## config.mk

```make
export PLATFORM = sky130hd
export DESIGN_NAME = fifo_stream_reader
export DESIGN_NICKNAME = d
export VERILOG_FILES = /design/src/rtl/fifo_stream_reader.sv
export SDC_FILE = /design/constraint.sdc
export NUM_CORES = 1
export LEC_CHECK = 0
export BUFFER_PORTS_ARGS = -buffer_cell sky130_fd_sc_hd__buf_2
export CORE_AREA = 2 2 87 89
export CTS_CLUSTER_DIAMETER = 80
export DETAILED_ROUTE_END_ITERATION = 8
export DIE_AREA = 0 0 89 91
export HOLD_SLACK_MARGIN = 0.12
export PLACE_DENSITY = 0.81
export SYNTH_ARGS = -nofsm -noshare
export SYNTH_HDL_FRONTEND = slang
export SYNTH_SLANG_ARGS = --single-unit
```

## constraint.sdc

```tcl
create_clock -name i_clk -period 5.6 [get_ports i_clk]
set_input_delay 1.68 -clock i_clk [delete_from_list [all_inputs] [get_ports i_clk]]
set_output_delay 1.68 -clock i_clk [all_outputs]
set_load 0.01 [all_outputs]
```

## src/rtl/fifo_stream_reader.sv

```systemverilog
// Read-side controller for the synchronous FIFO: drains a programmed word count
// through the 1-cycle-latency read port and re-presents it as a valid/ready stream.
package fifo_pkg;
  localparam int DATA_WIDTH = 8;
endpackage

module fifo_stream_reader #(
  parameter int DATA_WIDTH = fifo_pkg::DATA_WIDTH,
  parameter int LEN_WIDTH  = 16
) (
  input  logic                  i_clk,
  input  logic                  i_rst_n,
  input  logic                  i_start,
  input  logic [LEN_WIDTH-1:0]  i_len,
  input  logic                  i_abort,
  output logic                  o_fifo_rd,
  input  logic                  i_fifo_empty,
  input  logic [DATA_WIDTH-1:0] i_fifo_data,
  input  logic                  i_fifo_data_valid,
  output logic                  o_m_valid,
  output logic [DATA_WIDTH-1:0] o_m_data,
  output logic                  o_m_last,
  input  logic                  i_m_ready,
  output logic                  o_busy,
  output logic                  o_done,
  output logic [LEN_WIDTH-1:0]  o_words_left
);
  localparam logic [2:0] S_IDLE  = 3'd0;
  localparam logic [2:0] S_RUN   = 3'd1;
  localparam logic [2:0] S_DRAIN = 3'd2;
  localparam logic [2:0] S_DONE  = 3'd3;
  localparam logic [2:0] S_ABORT = 3'd4;

  localparam logic [LEN_WIDTH-1:0] LEN_ONE  = {{(LEN_WIDTH-1){1'b0}}, 1'b1};
  localparam logic [1:0]           BUF_LAST = 2'd2;

  function automatic logic [1:0] ptr_inc(input logic [1:0] ptr);
    return (ptr == BUF_LAST) ? 2'd0 : ptr + 2'd1;
  endfunction

  logic [2:0]            r_state;
  logic [2:0]            w_state_nxt;
  logic [LEN_WIDTH-1:0]  r_issue_left;
  logic [LEN_WIDTH-1:0]  r_words_left;
  logic                  r_inflight;
  logic [DATA_WIDTH-1:0] r_buf [0:2];
  logic [1:0]            r_rd_ptr;
  logic [1:0]            r_wr_ptr;
  logic [1:0]            r_count;

  logic       w_run;
  logic       w_active;
  logic       w_start;
  logic       w_abort;
  logic       w_push;
  logic       w_pop;
  logic       w_fifo_rd;
  logic       w_last_hs;
  logic [2:0] w_occupancy;

  assign w_run       = (r_state == S_RUN);
  assign w_active    = w_run || (r_state == S_DRAIN);
  assign w_start     = (r_state == S_IDLE) && i_start;
  assign w_abort     = w_active && i_abort;
  // Reads in flight count against buffer space so a full buffer never sees read data.
  assign w_occupancy = {1'b0, r_count} + {2'b00, r_inflight};
  assign w_fifo_rd   = w_run && !i_abort && (r_issue_left != '0) && !i_fifo_empty
                       && (w_occupancy < 3'd3);
  assign w_push      = w_active && i_fifo_data_valid;
  assign w_pop       = (r_count != 2'd0) && i_m_ready;
  assign w_last_hs   = w_pop && (r_words_left == LEN_ONE);

  always_comb begin
    w_state_nxt = r_state;
    case (r_state)
      S_IDLE: begin
        if (i_start) begin
          w_state_nxt = (i_len == '0) ? S_DONE : S_RUN;
        end else begin
          w_state_nxt = S_IDLE;
        end
      end
      S_RUN: begin
        if (i_abort) begin
          w_state_nxt = S_ABORT;
        end else if (w_fifo_rd && (r_issue_left == LEN_ONE)) begin
          w_state_nxt = S_DRAIN;
        end else begin
          w_state_nxt = S_RUN;
        end
      end
      S_DRAIN: begin
        if (i_abort) begin
          w_state_nxt = S_ABORT;
        end else if (w_last_hs) begin
          w_state_nxt = S_DONE;
        end else begin
          w_state_nxt = S_DRAIN;
        end
      end
      S_DONE:  w_state_nxt = S_IDLE;
      S_ABORT: w_state_nxt = S_IDLE;
      default: w_state_nxt = S_IDLE;
    endcase
  end

  always_ff @(posedge i_clk) begin
    if (!i_rst_n) begin
      r_state      <= S_IDLE;
      r_issue_left <= '0;
      r_words_left <= '0;
      r_inflight   <= 1'b0;
    end else begin
      r_state    <= w_state_nxt;
      r_inflight <= w_fifo_rd;
      if (w_start) begin
        r_issue_left <= i_len;
        r_words_left <= i_len;
      end else if (w_abort) begin
        r_issue_left <= '0;
        r_words_left <= '0;
      end else begin
        if (w_fifo_rd) begin
          r_issue_left <= r_issue_left - LEN_ONE;
        end
        if (w_pop && (r_words_left != '0)) begin
          r_words_left <= r_words_left - LEN_ONE;
        end
      end
    end
  end

  // Three-entry ring absorbing downstream backpressure; head is always the presented word.
  always_ff @(posedge i_clk) begin
    if (!i_rst_n) begin
      r_rd_ptr <= 2'd0;
      r_wr_ptr <= 2'd0;
      r_count  <= 2'd0;
      for (int i = 0; i < 3; i++) begin
        r_buf[i] <= '0;
      end
    end else if (w_abort) begin
      r_rd_ptr <= 2'd0;
      r_wr_ptr <= 2'd0;
      r_count  <= 2'd0;
    end else begin
      if (w_push) begin
        r_buf[r_wr_ptr] <= i_fifo_data;
        r_wr_ptr        <= ptr_inc(r_wr_ptr);
      end
      if (w_pop) begin
        r_rd_ptr <= ptr_inc(r_rd_ptr);
      end
      case ({w_push, w_pop})
        2'b10:   r_count <= r_count + 2'd1;
        2'b01:   r_count <= r_count - 2'd1;
        default: r_count <= r_count;
      endcase
    end
  end

  assign o_fifo_rd    = w_fifo_rd;
  assign o_m_valid    = (r_count != 2'd0);
  assign o_m_data     = r_buf[r_rd_ptr];
  assign o_m_last     = o_m_valid && (r_words_left == LEN_ONE);
  assign o_busy       = w_active || (r_state == S_ABORT);
  assign o_done       = (r_state == S_DONE);
  assign o_words_left = r_words_left;

endmodule
```

# [Word level (Yosys, flattened, before mapping)]
# Memory sizes are Yosys's and may differ from the RTL's. A register that Yosys moved wholly into a read port is not among the register bits.
# Cells that the tools add are included.
[op_classes] reduce_logical=26 mux=26 eq_ne=10 addsub=7 bitwise_logic=1 n_lt_le_gt_ge=1
[ops] op="$mux 16" count=6
[ops] op="$eq 16x1->1 const B" count=2
[ops] op="$reduce_bool 16->1" count=2
[ops] op="$sub 16x1->16 const B" count=2
[ops] op="$logic_not 16->1" count=1
[ops] op="$mux 2" count=8
[ops] op="$logic_and 1x1->1" count=12
[ops] op="$pmux 3 s3" count=1
[ops] op="$mux 8" count=1
[ops] op="$reduce_or 8->1" count=1
[ops] op="$mux 1" count=7
[ops] op="$add 2x1->2 const B" count=3
[ops] op="$eq 2x2->1 const B" count=3
[ops] op="$eq 3x2->1 const B" count=2
[ops] op="$mux 3" count=2
[ops] op="$reduce_bool 3->1" count=2
[ops] op="$pmux 2 s2" count=1
[ops] op="$reduce_bool 2->1" count=2
[ops] op="$add 2x1->3" count=1
[ops] op="$eq 3x1->1 const B" count=1
[ops] op="$eq 3x3->1 const B" count=1
[ops] op="$logic_not 3->1" count=1
[ops] op="$lt 3x2->1 const B" count=1
[ops] op="$eq 2x1->1 const B" count=1
[ops] op="5 further kinds" count=7
[totals] n_memories=1 ram_bits=24 elab_cells=79 register_bits=42 in_bits=31
[mem_list] name="r_buf" depth=3 width=8 rd=1 rd_clocked_by_memory_dff=1 write_ports=3 line="46" text="logic [DATA_WIDTH-1:0] r_buf [0:2];"

# [Logic depth before layout (Yosys ltp)]
[logic_depth] word_depth=9 ltp_mapped=9

# [Worst setup path before layout]
# OpenSTA, ideal clock, no wires.
[synth_path] path_kind="input to output" start="in i_abort" end="out o_fifo_rd" cell_stages=3 t_required_ns=3.920 path_slack_ns=1.428 path_buffers=0 arrival_ns=2.492 path_cell_list="nor4b_2 -> nand2_1 -> nor2_1"
[synth_via] elab_chain_len=5
[synth_rtl] element="start: declaration" line="15" text="input logic i_abort,"
[synth_rtl] element="$logic_not 1->1" line="67" text="assign w_fifo_rd = w_run && !i_abort && (r_issue_left != '0) && !i_fifo_empty"
[synth_rtl] element="$logic_and 1x1->1 (3 in series)" line="67"
[synth_rtl] element="$logic_and 1x1->1" line="68" text="&& (w_occupancy < 3'd3);"
[synth_rtl] element="end: declaration" line="16" text="output logic o_fifo_rd,"
# Every way passes these cells.

# [Worst setup path after layout]
# Ends and elaborated chain as after synthesis.

==> results.md <==
- Area leader, netlist: edfxtp_1
- Initial drt markers: roughly 310
- Seq/Total Area, Yosys: 44.3%
- Most common cell on crit path: buf_2
- Critical path type: in -> out
- Sum Neg Setup Slack: 0 ns
- Setup bufs post-CTS: 0
- Syn_area_per_cell: a little under 10 um2
- Vert. Die Dim: 91 um
- Nets: 511
- Period utilisation layout: 83.8%
- Hold endpoint: r_wr_ptr[1]$_SDFFE_PP0P_
- Core Rows: 31
- Hold_sp: r_wr_ptr[1]$_SDFFE_PP0P_
- Total GRT Usage: 26.5%
- Root Buffer: clkbuf_8
- Arrival time of the worst setup path: 3.01 ns
- Hold Crit Class: reg -> reg
- Core footprint: 7140 um2
- Initial antenna violation count: 0
- Hold Crit Depth: 1
- Clk Latency, worst-skew pair: 0.36 ns
- Complex-gate fraction of the synthesized area: ~19%
- RSZ-0062 raised after global routing: false
- CTS hold repair buffers: 0
- Detail Placement HPWL: 7400 um
- Final WL: 10400 um
- DIE AREA: 8100 um2
- Area growth syn-to-layout: 13.2%
- Mux share of post-synthesis cell area: 4.57%
- Post-Syn Area: 4160 um2
- Slowest-stage cell, CP: nor2_1
- Bufs and invs on worst path: 2
- Top cells by area, synth: edfxtp_1, dfxtp_1, and2_1
- Share of cells above drive strength 1: 23.4%
- Skew final: around 0.011 ns
- Max stage delay on crit path: 0.43 ns
- Worst reg2reg setup slack: a little over 3 ns
- Die W: 89 um
- Status: finished, final reports clean
- Max-Cap Viols: 0
- Largest net degree at the start of global routing: 32
- Placed Cells: 561
- R2R Path End: r_issue_left[2]$_SDFFE_PN0P_
- Synth top area share: 23.1%
- PD cells: between 300 and 400 nW/um2
- Slew @ Worst Pin: about 1.3 ns
- Inserted Clock Buffers: 9
- Dominant synthesized flop cell: dfxtp_1
- Pins Over Slew Limit: 0
- Largest family of logic cells by synthesized area: simple AND/OR/NAND/NOR gates
- Setup violations, final: 0
- CTS clk-pin slew, worst paths: 0.09 ns
- Register bit total from synthesis: 76
- Antenna-violating nets left: 0
- Crit-path max FO: 7
- Vias in the first global route: 3443
- WP data required: just under 4 ns
- Vias/cell: ~6.4
- CTS tree: done
- Wirelength per Cell: 18.0 um
- Post-Synth Simple-Gate Area: around 25%
- Final min period: about 4.7 ns
- WHS: 0.530 ns
- I/O pin total: 60
- Fill count: 594
- Static Leak: 1.94 nW
- DRC Markers: 0
- Placer Congestion: a little under 0.9
- N_diodes: 0
- Cts repair resizes: 0
- Synth unique cells: 64
- Peak VDD IR: 0.184 mV
- TritonRoute pass-1 iters: 5
- Crit. End Element: output pin
- R2R depth: 7
- Synth top cells by count: dfxtp_1, nand2_1, and2_1
- Ys Warns: 0
- Vias: 3666
- Post-Syn Nets: 458
- Grt ovf: 0
- Post-Syn Instances: 420
- Hold Violations, Final: 0
- Clk sinks: 76
- Slew headroom: 14.7%
- Reg-to-reg startpoint: r_count[0]$_SDFFE_PP0P_
- H-tree Lvls: 3
- Post-synth EDFFs: 32
- Count leader, synth: dfxtp_1
- Post-Synth XOR/XNOR Area: under 10%
- CP cell instances: buf_2 -> nor4b_2 -> nand2_1 -> nor2_1 -> buf_2
- Post-Layout Cell Count: 577
- Synth Area in Adders: 2.11%
- Starting Density: about three fifths
- Max clock buf depth: 2
- Critical Path Start Type: input port
- Worst path top cell family by delay: simple AND/OR/NAND/NOR gates
- Number of port buffers: 59
- Pre-CTS setup slack: 0.936 ns
- Tot Pwr: about 1.5 mW
- FMAX: 213 MHz
- Post-synth ARST share: 0%
- Global-route wire length before repair: 16600 um
- Setup slack after layout: a little over 0.9 ns
==> logic make-up (layout without fill, tap and decap cells) <==
group | after synthesis | count (layout)
AND/OR/NAND/NOR | 181 | 181
AO/OA/AOI/OAI | 110 | 110
flip-flops | 76 | 76
buffers and inverters | 30 | 88
multiplexers | 9 | 9
adder cells (fa/ha/maj) | 7 | 7
XOR/XNOR | 7 | 7
==> metrics by stage <==
stage               utilization [%]  instance area [um2]
floorplan                         -                 4160
global placement               63.3                 4520
detailed placement             63.3                 4520
CTS                            66.0                 4710
global route                   66.0                 4710
finish                         66.0                 4710
==> power breakdown <==
group / switching [mW] / total, mW / internal, mW
Clock: 0.235 / 0.408 / 0.172
Sequential: 0.0532 / 0.668 / 0.614
Combinational: 0.233 / 0.405 / 0.172
Total: 0.521 / 1.48 / 0.959
==> worst max-delay path by stage <==
stage	start	end	slack, ns	cells past startpoint
2_1_floorplan	i_abort	o_fifo_rd	1.43	3
3_3_place_gp	i_abort	o_fifo_rd	0.96	5
3_5_place_dp	i_abort	o_fifo_rd	0.94	5
4_1_cts	i_abort	o_fifo_rd	0.93	5
5_1_grt	i_abort	o_fifo_rd	0.82	5
6_report	i_abort	o_fifo_rd	0.91	5
==> layer usage <==
metal / wire, um / vias up / track usage, %
met2: 4950 / 155 / 42.5
li1: - / 1715 / -
met1: 4460 / 1770 / 35.4
met3: 697 / 26 / 4.82
met4: 286 / 0 / 10.3
met5: 0 / - / 0
==> layout by cell type (no fill, tap or decap), types with 4 or more instances in the layout <==
| cell | count |
|---|---|
| or3_1 | 7 |
| edfxtp_1 | 32 |
| and3_1 | 5 |
| inv_1 | 9 |
| o22a_1 | 5 |
| nand3b_1 | 4 |
| o211a_1 | 4 |
| o221a_1 | 6 |
| nor4_1 | 14 |
| nor3_1 | 12 |
| a21o_1 | 5 |
| nand3_1 | 9 |
| dfxtp_1 | 44 |
| ha_1 | 7 |
| xnor2_1 | 5 |
| nor2_1 | 25 |
| nand2_1 | 38 |
| a21oi_1 | 26 |
| or2_2 | 7 |
| nand2b_1 | 4 |
| o31ai_1 | 4 |
| and2_1 | 36 |
| clkbuf_8 | 9 |
| buf_2 | 59 |
| a211oi_1 | 5 |
| o21ai_0 | 16 |
| a31oi_1 | 10 |
| mux4_2 | 8 |
==> worst register-to-register path, delay by kind of cell (launching register included) <==
kind            cells  cell delay, ns
compound gates      4            1.42
fa+ha+maj           2            0.46
flops               1            0.36
simple gates        1            0.24
==> state kept, by name, summed over array words and instances, names as in the netlist, named ones only <==
register / count
o_words_left: 16
r_rd_ptr: 2
r_issue_left: 16
r_wr_ptr: 2
r_state: 3
r_buf: 32
r_inflight: 1
r_count: 2
==> final cells by class <==
class / count / area, um2 / share of cell area [%]
Clock buffer: 9 / 124 / 2.63
Clock inverter: 7 / 65.1 / 1.38
Inverter: 10 / 37.5 / 0.797
Multi-Input combinational cell: 314 / 2200 / 46.7
Sequential cell: 76 / 1840 / 39.1
Tap cell: 99 / 124 / 2.63
Timing Repair Buffer: 62 / 318 / 6.75
Note: power is estimated with default switching activity, not from simulation.
